### config.mk
export PLATFORM = sky130hd
export DESIGN_NAME = mult_div
export DESIGN_NICKNAME = d
export VERILOG_FILES = /design/src/rtl/mult_div_pkg.sv /design/src/rtl/mult_div_passo.sv /design/src/rtl/mult_div.sv
export SDC_FILE = /design/constraint.sdc
export NUM_CORES = 1
export LEC_CHECK = 0
export CAP_MARGIN = 20
export CORE_ASPECT_RATIO = 1.2
export CORE_MARGIN = 2
export CORE_UTILIZATION = 40
export CTS_BUF_LIST = sky130_fd_sc_hd__clkbuf_16
export CTS_CLUSTER_SIZE = 10
export DETAILED_ROUTE_END_ITERATION = 12
export PLACE_DENSITY_LB_ADDON = 0.05
export SLEW_MARGIN = 20
export SYNTH_ARGS = -nofsm -noshare
export SYNTH_HDL_FRONTEND = slang
export SYNTH_SLANG_ARGS = --single-unit
### constraint.sdc
create_clock -name clock -period 15.6 [get_ports clock]
set_input_delay 3.12 -clock clock [delete_from_list [all_inputs] [get_ports clock]]
set_output_delay 3.12 -clock clock [all_outputs]
set_load 0.02 [all_outputs]
### src/rtl/mult_div_pkg.sv
// Shared definitions for the multiply/divide unit: default operand width,
// control FSM state encoding and operation select encoding.
// Imported by mult_div and mult_div_passo.
package mult_div_pkg;

  // Default operand / Hi / Lo width and number of iterations per operation.
  localparam int LARGURA_PADRAO = 32;

  // Control FSM states.
  typedef enum logic [1:0] {
    OCIOSO = 2'd0,  // idle, accepts Inicio and MTHI/MTLO writes
    CALC   = 2'd1,  // one shift-add / shift-subtract iteration per cycle
    AJUSTE = 2'd2,  // sign correction and Hi/Lo write-back
    FIM    = 2'd3   // one-cycle completion (Pronto)
  } estado_t;

  // Operation select encoding (Op input).
  localparam logic OP_MULT = 1'b0;
  localparam logic OP_DIV  = 1'b1;

endpackage

### src/rtl/mult_div_passo.sv
// Single combinational iteration of the multi-cycle multiply/divide datapath.
// Ports: op_i selects multiply/divide, acc_i is the 2W accumulator,
//        oper_i is the multiplicand magnitude or divisor magnitude, acc_o next accumulator.
module mult_div_passo
  import mult_div_pkg::*;
#(
  parameter int W = LARGURA_PADRAO
) (
  input  logic             op_i,
  input  logic [2*W-1:0]   acc_i,
  input  logic [W-1:0]     oper_i,
  output logic [2*W-1:0]   acc_o
);

  // Multiply: accumulator is {partial product, remaining multiplier bits}.
  // The W+1 bit sum keeps the carry, which becomes the new top bit after the shift.
  logic [W:0] soma;

  // Divide: accumulator is {partial remainder, remaining dividend / quotient bits}.
  // The shifted partial remainder needs W+1 bits before the trial subtract.
  logic [W:0]   parcial;
  logic         cabe;
  logic [W-1:0] resto;

  always_comb begin
    soma    = {1'b0, acc_i[2*W-1:W]} + {1'b0, oper_i};
    parcial = acc_i[2*W-1:W-1];
    cabe    = (parcial >= {1'b0, oper_i});
    // When the divisor fits, the true difference is below 2^W, so W bits suffice.
    resto   = parcial[W-1:0] - oper_i;

    acc_o = acc_i;
    if (op_i == OP_MULT) begin
      if (acc_i[0]) begin
        acc_o = {soma, acc_i[W-1:1]};
      end else begin
        acc_o = {1'b0, acc_i[2*W-1:1]};
      end
    end else begin
      if (cabe) begin
        acc_o = {resto, acc_i[W-2:0], 1'b1};
      end else begin
        acc_o = {parcial[W-1:0], acc_i[W-2:0], 1'b0};
      end
    end
  end

endmodule

### src/rtl/mult_div.sv
// Multi-cycle integer multiply/divide unit owning the Hi/Lo register pair.
// Ports: clock/reset, Inicio/Op/Sinal/A/B start an operation, EscreveHi/EscreveLo load Hi/Lo from A,
//        Hi/Lo results, Ocupado while computing, Pronto one-cycle done pulse, DivZero with Pronto.
module mult_div
  import mult_div_pkg::*;
#(
  parameter int LARGURA = LARGURA_PADRAO
) (
  input  logic               clock,
  input  logic               reset,
  input  logic               Inicio,
  input  logic               Op,
  input  logic               Sinal,
  input  logic [LARGURA-1:0] A,
  input  logic [LARGURA-1:0] B,
  input  logic               EscreveHi,
  input  logic               EscreveLo,
  output logic [LARGURA-1:0] Hi,
  output logic [LARGURA-1:0] Lo,
  output logic               Ocupado,
  output logic               Pronto,
  output logic               DivZero
);

  localparam int CW = $clog2(LARGURA);

  estado_t              estado_q;
  logic [CW-1:0]        cont_q;
  logic                 op_q;
  logic                 neg_res_q;   // product / quotient must be negated
  logic                 neg_rem_q;   // remainder must be negated (dividend was negative)
  logic [LARGURA-1:0]   oper_q;      // multiplicand or divisor magnitude
  logic [2*LARGURA-1:0] acc_q;
  logic [2*LARGURA-1:0] acc_d;
  logic [LARGURA-1:0]   hi_q;
  logic [LARGURA-1:0]   lo_q;
  logic                 ocupado_q;
  logic                 pronto_q;
  logic                 divzero_q;

  // Operand magnitudes; for unsigned operations the negative flags are forced low.
  logic                 a_neg_d;
  logic                 b_neg_d;
  logic [LARGURA-1:0]   a_mag_d;
  logic [LARGURA-1:0]   b_mag_d;

  // Sign-corrected results, consumed in AJUSTE.
  logic [2*LARGURA-1:0] prod_d;
  logic [LARGURA-1:0]   quoc_d;
  logic [LARGURA-1:0]   rest_d;

  always_comb begin
    a_neg_d = Sinal & A[LARGURA-1];
    b_neg_d = Sinal & B[LARGURA-1];
    a_mag_d = a_neg_d ? (~A + 1'b1) : A;
    b_mag_d = b_neg_d ? (~B + 1'b1) : B;

    prod_d  = neg_res_q ? (~acc_q + 1'b1) : acc_q;
    quoc_d  = neg_res_q ? (~acc_q[LARGURA-1:0] + 1'b1) : acc_q[LARGURA-1:0];
    rest_d  = neg_rem_q ? (~acc_q[2*LARGURA-1:LARGURA] + 1'b1) : acc_q[2*LARGURA-1:LARGURA];
  end

  mult_div_passo #(
    .W (LARGURA)
  ) u_passo (
    .op_i   (op_q),
    .acc_i  (acc_q),
    .oper_i (oper_q),
    .acc_o  (acc_d)
  );

  always_ff @(posedge clock or posedge reset) begin
    if (reset) begin
      estado_q  <= OCIOSO;
      cont_q    <= '0;
      op_q      <= OP_MULT;
      neg_res_q <= 1'b0;
      neg_rem_q <= 1'b0;
      oper_q    <= '0;
      acc_q     <= '0;
      hi_q      <= '0;
      lo_q      <= '0;
      ocupado_q <= 1'b0;
      pronto_q  <= 1'b0;
      divzero_q <= 1'b0;
    end else begin
      pronto_q <= 1'b0;
      case (estado_q)
        OCIOSO: begin
          // MTHI/MTLO; a result written later overrides this.
          if (EscreveHi) hi_q <= A;
          if (EscreveLo) lo_q <= A;
          if (Inicio) begin
            op_q      <= Op;
            neg_res_q <= a_neg_d ^ b_neg_d;
            neg_rem_q <= a_neg_d;
            if (Op == OP_DIV && B == '0) begin
              // No computation; Hi/Lo keep their contents.
              estado_q  <= FIM;
              pronto_q  <= 1'b1;
              divzero_q <= 1'b1;
            end else begin
              estado_q  <= CALC;
              ocupado_q <= 1'b1;
              cont_q    <= CW'(LARGURA - 1);
              if (Op == OP_MULT) begin
                oper_q <= a_mag_d;
                acc_q  <= {{LARGURA{1'b0}}, b_mag_d};
              end else begin
                oper_q <= b_mag_d;
                acc_q  <= {{LARGURA{1'b0}}, a_mag_d};
              end
            end
          end
        end
        CALC: begin
          acc_q  <= acc_d;
          cont_q <= cont_q - 1'b1;
          if (cont_q == '0) estado_q <= AJUSTE;
        end
        AJUSTE: begin
          if (op_q == OP_MULT) begin
            hi_q <= prod_d[2*LARGURA-1:LARGURA];
            lo_q <= prod_d[LARGURA-1:0];
          end else begin
            hi_q <= rest_d;
            lo_q <= quoc_d;
          end
          estado_q  <= FIM;
          ocupado_q <= 1'b0;
          pronto_q  <= 1'b1;
        end
        FIM: begin
          estado_q  <= OCIOSO;
          divzero_q <= 1'b0;
        end
        default: begin
          estado_q  <= OCIOSO;
          ocupado_q <= 1'b0;
        end
      endcase
    end
  end

  assign Hi      = hi_q;
  assign Lo      = lo_q;
  assign Ocupado = ocupado_q;
  assign Pronto  = pronto_q;
  assign DivZero = divzero_q;

endmodule

Yosys cells after proc, flatten, opt, wreduce, memory -nomap -nowiden
Index checks and enable logic that the tools add are counted.
{"block": "classes", "add_sub_neg": 8, "n_mul": 0, "n_div": 0, "magnitude_cmp": 1, "eq_ne": 9, "n_shift": 0, "muxes": 35, "bitwise": 9, "reduce_logical": 15}
{"operator": "64-bit two-way mux", "n": 6}
{"operator": "32-bit two-way mux", "n": 10}
{"operator": "32-bit by 1-bit adder with 32-bit output (second input constant)", "n": 4}
{"operator": "32-bit NOT", "n": 4}
{"operator": "32-bit one-hot mux with 2 select lines", "n": 2}
{"operator": "64-bit one-hot mux with 2 select lines", "n": 1}
{"operator": "64-bit by 1-bit adder with 64-bit output (second input constant)", "n": 1}
{"operator": "64-bit NOT", "n": 1}
{"operator": "32-bit by 32-bit adder with 33-bit output", "n": 1}
{"operator": "33-bit by 32-bit >= comparator with 1-bit output", "n": 1}
{"operator": "32-bit zero test", "n": 1}
{"operator": "32-bit subtractor", "n": 1}
{"operator": "2-bit != test (second input constant)", "n": 6}
{"operator": "3-bit AND reduction", "n": 4}
{"operator": "5-bit two-way mux", "n": 2}
{"operator": "5-bit one-hot mux with 2 select lines", "n": 1}
{"operator": "2-bit one-hot mux with 4 select lines", "n": 1}
{"operator": "2-bit AND reduction", "n": 4}
{"operator": "1-bit two-way mux", "n": 6}
{"operator": "2-bit two-way mux", "n": 3}
{"operator": "1-bit one-hot mux with 2 select lines", "n": 3}
{"operator": "2-bit nonzero test", "n": 3}
{"operator": "5-bit zero test", "n": 1}
{"operator": "5-bit by 1-bit subtractor with 5-bit output (second input constant)", "n": 1}
{"operator": "other kinds (7)", "n": 9}
{"block": "totals", "regBits": 173, "latch_bits": 0, "ramBits": 0, "romBits": 0, "in_bits": 71, "output_inout_bits": 67, "mem_count": 0}

Depth between registers and ports, before layout
Gate-level depths: netlist of the first run.
{"block": "depth", "depth_word": 7, "depth_mapped": 14, "mapped_depth_nobuf": 13}

By module
A second synthesis of the first run with hierarchy kept.
{"block": "unflattened", "cells_unflattened": 2005, "hier_area_um2": 15956.6}
{"module": "mult_div", "instances": 1, "cells_each": 1272, "area_each_um2": 10946.7}
{"module": "mult_div_passo", "instances": 1, "cells_each": 733, "area_each_um2": 5009.8}

Worst setup path after synthesis of the first run
No wires, ideal clock.
{"block": "synth_path", "kind": "in2reg", "from": "input port B[27]", "to": "register acc_q[50]", "setup_ns": 0.131, "arrival_time_ns": 5.482, "required_ns": 15.469, "slack_ns": 9.987, "cell_stages": 9, "n_path_buf": 1, "path_cell_list": "or4_4 -> or4_1 -> or4_4 -> nand2_4 -> a21oi_2 -> buf_6 -> nand2_8 -> o21ai_2 -> or3_1"}
{"block": "synth_via", "elab_chain_cells": 4}
{"element": "from (decl)", "line_no": "mult_div.sv:15", "rtl": "input logic [LARGURA-1:0] B,"}
{"element": "32-bit zero test", "line_no": "mult_div.sv:97", "rtl": "if (Op == OP_DIV && B == '0) begin"}
{"element": "1-bit logical AND", "line_no": "mult_div.sv:97"}
{"element": "2-bit != test (no line)"}
{"element": "3-bit AND reduction (no line)"}
{"element": "to (signal assigned)", "line_no": "mult_div.sv:108", "rtl": "acc_q <= {{LARGURA{1'b0}}, b_mag_d};"}
{"element": "to (signal assigned)", "line_no": "mult_div.sv:111", "rtl": "acc_q <= {{LARGURA{1'b0}}, a_mag_d};"}
{"element": "to (decl)", "line_no": "mult_div.sv:33", "rtl": "logic [2*LARGURA-1:0] acc_q;"}
Every way passes these cells.
A chain may end at the register's enable or synchronous reset.

Worst setup path in the final report of the first run
{"block": "layout_path", "from": "input port B[3]", "to": "register acc_q[59]"}
Same word-level chain as after synthesis.

==> impl_metrics.tcl, run 1 <==
set metrics [dict create \
    grt_pass1_vias 14000 \
    clock_path_buffers 2 \
    finalCriticalPeriod_ps 7410 \
    pin_count 138 \
    yosysSeqAreaShare 0.281 \
    final.setup.tns_ps 0 \
    cts-root-buf "clkbuf_16" \
    rows 78 \
    final.period_utilization 0.475 \
    post_cts_buffers 0 \
    worst_setup_path_end_kind "register" \
    max_clock_freq_mhz 135 \
    vias_per_cell 5.87 \
    hp-class "reg -> reg" \
    diodes 0 \
    cp-start-kind "input port" \
    clk_latency_ps 470 \
    syn-cell-area_um2 15400 \
    place_hpwl_um 41700 \
    syn_avg_cell_area_um2 7.78 \
    p_int_mw 2.00 \
    die_area_um2 40100 \
    crit_type "in -> reg" \
    finalNetCount 2168 \
    ctsResizeCount 0 \
    setup_viol 0 \
    drc_errors 0 \
    drt_wl_total_um 54600 \
    switching_share 0.527 \
    worstMarginPinSlew_ps 1010 \
    relSlewSlack 0.318 \
    p_sw_mw 2.22 \
    ys.flop_type "dfrtp_1" \
    maxCapViolations 0 \
    path_clk_slew_ps 80 \
    gp_congestion 0.915 \
    status "complete, no violations" \
    yosysWarningCount 0 \
    cp_max_fo 66 \
    drive_gt1_frac 0.0624 \
    grt_pass1_wl_um 83100 \
    fin_skew_ps 10.6 \
    yosys.area.top_type "dfrtp_1" \
    antenna_found_initial 2 \
    grt_remaining_overflow 0 \
    pwr-share-clk 0.101 \
    finalHoldViolCount 0 \
    numCtsBuffers 17 \
    synth.distinct_cells 86 \
    fill_cells 3866 \
    grt_util_all_layers 0.271 \
    synth_edf_count 0 \
    power_mw 4.22 \
    async_reset_ff_frac 1.00 \
    fp.dieW_um 183 \
    drt_iter0_drc 1116 \
    start_util 0.406 \
    avgRoutedWirePerCell_um 21.7 \
    grt_max_degree 97 \
    powerDensity_nw_per_um2 240 \
    placedCellCount 2481 \
    area_delta_synth_final_pct 14.3 \
    fin_area_um2 17600 \
    drv_slew 0 \
    syn_nets 2126 \
    synth_top_area_frac 0.281 \
    seq_power_share 0.220 \
    vdd_drop_max_v 0.0000885 \
    cts.sinks 173 \
    fp.dieH_um 219 \
    finalNonFillerCells 2514 \
    htree_levels 4 \
    power_leakage_nw 7.26 \
    crit_arrival_ps 7780 \
    hold_buffers 0 \
    combPwrFrac 0.679 \
    synth.area.top_cells "dfrtp_1, a21oi_1, o21ai_0, ha_1, nand2_1" \
    required_ps 15980 \
    vias 14800 \
    ant_nets 0 \
    io_buffers 137 \
    rsz0062_at_grt "false" \
    coreArea_um2 37900 \
    synth_seq_cells 173 \
    first_pass_iters 5 \
    syn_inst 1979 \
    postPlaceCellArea_um2 17000 \
    cts_tree "built" \
]
-- layout by cell type (no fill, tap or decap), types with 24 or more instances in the layout --
cell	count
dfrtp_1	172
a211oi_1	42
mux2i_1	53
ha_1	72
nor2_1	166
xnor2_1	87
clkdlybuf4s50_1	136
o21ai_0	206
nor3_1	29
nand2_1	238
o31ai_1	24
a21o_1	31
mux2_2	33
xor2_1	82
inv_1	66
a21oi_1	206
-- state kept, by name, summed over array words and instances (netlist names) --
name	flops
DivZero	1
Ocupado	1
cont_q	5
oper_q	32
Pronto	1
op_q	1
acc_q	64
Lo	32
neg_res_q	1
estado_q	2
neg_rem_q	1
Hi	32
-- through the flow --
stage                     hold slack [ps]  worst slack, ps  utilization
after floorplan                       455             7790            -
after CTS                             488             8280        0.464
final                                 480             8190        0.465
after global placement                462             7900        0.449
after global routing                  493             8020        0.465
after detailed placement              468             7780        0.449
-- power groups by stage --
stage / Clock, mW / Sequential (mW) / Combinational [mW]
6_report: 0.426 / 0.929 / 2.87
3_3_place_gp: 0 / 0.929 / 2.81
2_1_floorplan: 0 / 0.908 / 1.96
3_5_place_dp: 0 / 0.930 / 2.82
5_1_grt: 0.451 / 0.958 / 3.14
4_1_cts: 0.433 / 0.924 / 2.85
-- synth_stat cells (9+ instances only) --
master / n
dfrtp_1: 173
o31ai_1: 24
nor2b_1: 21
o21ai_0: 207
a22o_1: 9
nor3_1: 29
nand2b_1: 12
a21oi_1: 209
mux2_2: 33
nor4_1: 16
o41ai_1: 11
mux2i_1: 53
buf_1: 12
and3_1: 12
o221ai_1: 9
o211ai_1: 15
nor2_1: 166
or3_1: 22
nand3_1: 22
clkbuf_1: 100
ha_1: 74
buf_2: 14
inv_1: 67
or4_1: 13
xor2_1: 82
a31oi_1: 23
a21o_1: 31
xnor2_1: 87
o21a_1: 13
nand2_1: 238
a211oi_1: 42
nand4_1: 13
-- kinds of logic (layout without fill, tap and decap cells) --
family,count (synthesis),in the layout,share of synthesized area
mux,86,86,0.0586
xor+xnor,169,169,0.0962
buf+inv,200,255,0.0519
simple gates,600,600,0.181
compound gates,675,675,0.269
fa+ha+maj,76,76,0.0628
flops,173,173,0.281
-- critical path: stages --
cell	delay (ps)
clkdlybuf4s50_1	470
nor4_1	880
nand4_1	580
or4_4	630
nand3_2	100
buf_4	510
o21a_2	490
buf_4	480
nand2_1	150
nand2_1	80
a21oi_1	50
a311oi_2	200
-- cell type report --
| class | instances | area [um^2] | area share |
|---|---|---|---|
| clock buffers | 17 | 425 | 0.0242 |
| clock inverters | 15 | 130 | 0.00740 |
| flip-flops and latches | 173 | 4330 | 0.246 |
| well taps | 480 | 601 | 0.0341 |
| inverters | 68 | 260 | 0.0148 |
| repair buffers | 155 | 1520 | 0.0866 |
| multi-input cells | 1606 | 10300 | 0.587 |
-- worst paths after layout --
kind	end	cells past startpoint	slack, ps	start
setup / recovery	acc_q[59]$_DFFE_PP0P_	12	8190	B[3]
hold / removal	Hi[9]$_DFFE_PP0P_	1	480	Hi[9]$_DFFE_PP0P_
setup reg to reg	Hi[16]$_DFFE_PP0P_	11	10820	acc_q[0]$_DFFE_PP0P_
hold reg to reg	Hi[9]$_DFFE_PP0P_	1	480	Hi[9]$_DFFE_PP0P_
max in group asynchronous	op_q$_DFFE_PP0P_	4	10550	reset
min in group asynchronous	oper_q[31]$_DFFE_PP0P_	2	3190	reset
-- metal layers --
metal / track usage / part of all wire / vias to the layer above
li1: - / - / 7169
met1: 0.359 / 0.45 / 7111
met2: 0.453 / 0.47 / 400
met3: 0.0378 / 0.048 / 72
met4: 0.0925 / 0.027 / 4
met5: 0 / 0.00049 / -
Power figures use the tool's default switching activity.
==> run 2, diff against run 1 <==
==> constraint.sdc (replaced) <==
create_clock -name clock -period 6.4 [get_ports clock]
set_input_delay 1.28 -clock clock [delete_from_list [all_inputs] [get_ports clock]]
set_output_delay 1.28 -clock clock [all_outputs]
set_load 0.02 [all_outputs]
==> run 2 against run 1 <==
Effect of this change: clock skew down 1.3 ps; global-route usage up 0.34 points; sequential power up 150%; non-clock buffer count unchanged; combinational power up 140%; via count up 1.4%; register-to-register slack worse by 9200 ps.
==> impl_metrics.tcl, run 2 (synthesis results as in run 1) <==
set metrics [dict create \
    pin_count 138 \
    finalNetCount 2168 \
    drc_errors 0 \
    htree_levels 4 \
    clk_latency_ps 470 \
    pre_cts_slack_ps 1300 \
    avgRoutedWirePerCell_um 21.9 \
    clock_path_buffers 2 \
    worst_path_max_delay_cell "dfrtp_1" \
    crit_arrival_ps 5160 \
    power_mw 10.5 \
    place_hpwl_um 42000 \
    rows 78 \
    final.setup.tns_ps 0 \
    mostFrequentLayoutCells "nand2_1, o21ai_0, a21oi_1" \
    drive_gt1_frac 0.0624 \
    cp_max_fo 19 \
    layout_commonest_cell "nand2_1" \
    grt_pass1_vias 14100 \
    maxCapViolations 0 \
    fin_ws_ps 1600 \
    cts.sinks 173 \
    power_leakage_nw 7.32 \
    fp.dieW_um 183 \
    coreArea_um2 37900 \
    required_ps 6760 \
    worst_setup_path_end_kind "register" \
    antenna_found_initial 0 \
    worstMarginPinSlew_ps 985 \
    setup_viol 0 \
    ctsResizeCount 0 \
    hold_buffers 0 \
    vias_per_cell 5.95 \
    die_area_um2 40100 \
    cts-root-buf "clkbuf_16" \
    crit_type "reg -> reg" \
    relSlewSlack 0.337 \
    vias 15000 \
    max_clock_freq_mhz 208 \
    cts_tree "built" \
    start_util 0.406 \
    area_delta_synth_final_pct 15.0 \
    io_buffers 137 \
    drt_wl_total_um 55100 \
    rsz0062_at_grt "false" \
    grt_remaining_overflow 0 \
    regToRegSetupSlack_ps 1600 \
    gp_congestion 0.920 \
    grt_pass1_wl_um 84400 \
    diodes 0 \
    cp-start-kind "register" \
    grt_max_degree 92 \
    drt_iter0_drc 960 \
    fp.dieH_um 219 \
    crit_chain "clkinv_1, ha_1, or3b_2, or4_4, nand4bb_1, o21ai_0, buf_4, nand2_1, o21ai_1, xor2_1, a211oi_1, a21o_1" \
    largest_register "acc_q" \
    largest_reg_flops 64 \
    vdd_drop_max_v 0.000258 \
    final.period_utilization 0.749 \
    numCtsBuffers 17 \
    post_cts_buffers 0 \
    status "complete, no violations" \
    fill_cells 3826 \
    first_pass_iters 5 \
    ant_nets 0 \
    fin_skew_ps 9.28 \
    drv_slew 0 \
    finalHoldViolCount 0 \
    grt_util_all_layers 0.274 \
    hp-class "reg -> reg" \
    max_stage_delay_ps 690 \
    finalCriticalPeriod_ps 4800 \
    path_clk_slew_ps 70 \
    powerDensity_nw_per_um2 593 \
]
==> run 2: cell count changes in the layout (fill, tap and decap cells not counted), sizes merged <==
cell,before,now
clkinv,5,6
inv,74,73
clkinvlp,4,0
bufinv,0,4
==> run 2: layout make-up <==
class | count | area [um^2] | area share
Multi-Input combinational cell | 1606 | 10300 | 0.583
Sequential cell | 173 | 4330 | 0.245
Timing Repair Buffer | 155 | 1540 | 0.0868
Tap cell | 480 | 601 | 0.0339
Clock buffer | 17 | 425 | 0.0240
Inverter | 68 | 260 | 0.0147
Clock inverter | 15 | 229 | 0.0129
==> run 2: final timing paths <==
check | startpoint | endpoint | cells after the start
setup reg to reg | acc_q[0]$_DFFE_PP0P_ | Hi[16]$_DFFE_PP0P_ | 12
min in group asynchronous | reset | acc_q[63]$_DFFE_PP0P_ | 2
hold reg to reg | Hi[30]$_DFFE_PP0P_ | Hi[30]$_DFFE_PP0P_ | 2
max in group asynchronous | reset | Lo[4]$_DFFE_PP0P_ | 3
hold / removal | Hi[30]$_DFFE_PP0P_ | Hi[30]$_DFFE_PP0P_ | 2
setup / recovery | acc_q[0]$_DFFE_PP0P_ | Hi[16]$_DFFE_PP0P_ | 12
==> run 2: report_power, final <==
group	internal, mW	total (mW)	switching (mW)
registers	1.59	2.31	0.712
clock network	0.670	1.20	0.528
logic	2.77	6.99	4.21
==> run 2: worst max-delay path, delay by kind of cell, from the launching register on <==
kind,cells,cell delay (ps)
compound gates,4,860
simple gates,4,1590
buf+inv,2,830
fa+ha+maj,1,360
flops,1,690
xor+xnor,1,360
==> run 2: routing by layer <==
layer  routed length [um]  part of all wire  GRT usage
met1                25200              0.46      0.376
met2                25600              0.46      0.446
met3                 2660             0.048     0.0299
met4                 1630             0.030      0.101
met5                    0                 0          0
==> run 2: stage by stage <==
stage	util	hold slack, ps	area (um^2)	instances
global placement	0.450	467	17000	2481
floorplan	-	455	15400	1979
finish	0.468	486	17700	2514
detailed placement	0.450	469	17000	2481
CTS	0.467	488	17700	2513
global route	0.468	513	17700	2514
==> run 3, diff against run 2 <==
==> constraint.sdc (replaced) <==
create_clock -name clock -period 4.5 [get_ports clock]
set_input_delay 0.9 -clock clock [delete_from_list [all_inputs] [get_ports clock]]
set_output_delay 0.9 -clock clock [all_outputs]
set_load 0.02 [all_outputs]
==> run 3 against run 2 <==
Effect of this change: non-clock buffer count grew 44; largest cell class unchanged; combinational power grew 47%; sequential power grew 36%; first-iteration DRC count grew 18%; highest routed layer unchanged; worst setup slack lost 960 ps; count of clock-buffer cells in the layout is the same; final area grew 1.9%; critical path depth is the same.
==> impl_metrics.tcl, run 3 (synthesis results as in run 1) <==
set metrics [dict create \
    combPwrFrac 0.682 \
    mostFrequentLayoutCells "nand2_1, o21ai_0, a21oi_1" \
    grt_pass1_wl_um 87300 \
    drive_gt1_frac 0.0823 \
    drt_iter0_drc 1128 \
    antenna_found_initial 1 \
    fin_ws_ps 639 \
    cp-start-kind "register" \
    hp-class "reg -> reg" \
    vdd_drop_max_v 0.000404 \
    final.setup.tns_ps 0 \
    rsz0062_at_grt "false" \
    hold_buffers 0 \
    coreArea_um2 37900 \
    worst_setup_path_end_kind "register" \
    fin_skew_ps 15.1 \
    fin_area_um2 18000 \
    io_buffers 137 \
    cts.sinks 173 \
    seq_power_share 0.209 \
    drv_slew 0 \
    powerDensity_nw_per_um2 838 \
    area_delta_synth_final_pct 17.2 \
    vias_per_cell 5.89 \
    max_clock_freq_mhz 259 \
    layout_commonest_cell "nand2_1" \
    r2r_start "acc_q[0]$_DFFE_PP0P_" \
    p_sw_mw 7.84 \
    clock_path_buffers 2 \
    grt_util_all_layers 0.285 \
    largest_register "acc_q" \
    postPlaceCellArea_um2 17400 \
    power_leakage_nw 7.53 \
    switching_share 0.519 \
    maxCapViolations 0 \
    holdPathStages 2 \
    ctsResizeCount 0 \
    avgRoutedWirePerCell_um 22.1 \
    pre_cts_slack_ps 324 \
    relSlewSlack 0.408 \
    worstMarginPinSlew_ps 879 \
    clk_latency_ps 470 \
    min_to "Lo[31]$_DFFE_PP0P_" \
    gp_congestion 0.951 \
    numCtsBuffers 17 \
    pin_count 138 \
    drc_errors 0 \
    die_area_um2 40100 \
    grt_max_degree 68 \
    cp_max_fo 11 \
    status "complete, no violations" \
    vias 15100 \
    required_ps 4860 \
    drt_wl_total_um 56600 \
    regToRegSetupSlack_ps 640 \
    ant_nets 0 \
    place_hpwl_um 44100 \
    largest_reg_flops 64 \
    htree_levels 4 \
    fp.dieH_um 219 \
    diodes 0 \
    finalCriticalPeriod_ps 3860 \
    start_util 0.406 \
    cts_tree "built" \
    path_clk_slew_ps 80 \
    first_pass_iters 5 \
    fp.dieW_um 183 \
    crit_type "reg -> reg" \
    timing.rr.end "Hi[16]$_DFFE_PP0P_" \
    fill_cells 3786 \
    p_int_mw 7.27 \
    pwr-share-clk 0.109 \
    finalHoldViolCount 0 \
    rows 78 \
    post_cts_buffers 0 \
    crit_arrival_ps 4220 \
    final.period_utilization 0.858 \
    grt_remaining_overflow 0 \
    rr_worst_depth 12 \
    finalNetCount 2212 \
    cts-root-buf "clkbuf_16" \
    setup_viol 0 \
    grt_pass1_vias 14600 \
    hold_start "Lo[31]$_DFFE_PP0P_" \
]
==> run 3: changes by cell type in the layout (fill, tap and decap cells not counted), sizes merged <==
cell / previous run / this run
clkinvlp: 0 / 3
clkinv: 6 / 2
bufinv: 4 / 3
inv: 73 / 75
buf: 19 / 63
==> run 3: layout make-up <==
class / count / area [um^2] / area share
timing repair buffer: 199 / 1900 / 0.105
multi-input combinational: 1606 / 10300 / 0.572
inverter: 68 / 259 / 0.0144
clock inverter: 15 / 198 / 0.0110
clock buffer: 17 / 425 / 0.0236
tap: 480 / 601 / 0.0333
sequential: 173 / 4330 / 0.240
==> run 3: how the worst max path moves through the flow <==
stage	from	to	cells past startpoint
final	acc_q[0]$_DFFE_PP0P_	Hi[16]$_DFFE_PP0P_	12
after global placement	B[27]	acc_q[50]$_DFFE_PP0P_	10
after global routing	oper_q[0]$_DFFE_PP0P_	acc_q[61]$_DFFE_PP0P_	12
after floorplan	B[27]	acc_q[50]$_DFFE_PP0P_	9
after detailed placement	B[27]	acc_q[22]$_DFFE_PP0P_	9
after CTS	acc_q[0]$_DFFE_PP0P_	Hi[16]$_DFFE_PP0P_	12
==> run 3: routing by layer <==
| layer | wire length, um | vias up | global-route usage | share of wire |
|---|---|---|---|---|
| met3 | 2940 | 90 | 0.0324 | 0.052 |
| met5 | 0 | - | 0 | 0 |
| met2 | 26500 | 500 | 0.469 | 0.47 |
| li1 | - | 7290 | - | - |
| met4 | 1910 | 0 | 0.107 | 0.034 |
| met1 | 25300 | 7198 | 0.385 | 0.45 |
==> run 3: power by group through the flow <==
| stage | sequential, mW | combinational, mW | clock (mW) |
|---|---|---|---|
| 6_report | 3.15 | 10.3 | 1.65 |
| 3_5_place_dp | 3.16 | 10.2 | 0 |
| 4_1_cts | 3.14 | 10.3 | 1.67 |
| 5_1_grt | 3.26 | 11.3 | 1.74 |
| 3_3_place_gp | 3.16 | 10.1 | 0 |
| 2_1_floorplan | 3.15 | 6.80 | 0 |
==> run 3: through the flow <==
stage           util  power [mW]  cells  hold WS, ps
6_report       0.476        15.1   2558          480
5_1_grt        0.476        16.3   2558          506
2_1_floorplan      -        9.95   1979          455
3_5_place_dp   0.460        13.3   2526          470
3_3_place_gp   0.460        13.3   2526          463
4_1_cts        0.476        15.1   2558          487
==> run 3: worst max-delay path, stage by stage (launching register included) <==
cell and delay [ps]:
dfrtp_1 500, clkinv_1 140, ha_1 240, or3b_2 480, or4_4 540, nand4bb_1 410, o21ai_0 260, buf_4 230
nand2_1 70, o21ai_1 180, xor2_1 330, a211oi_1 190, a21o_1 200
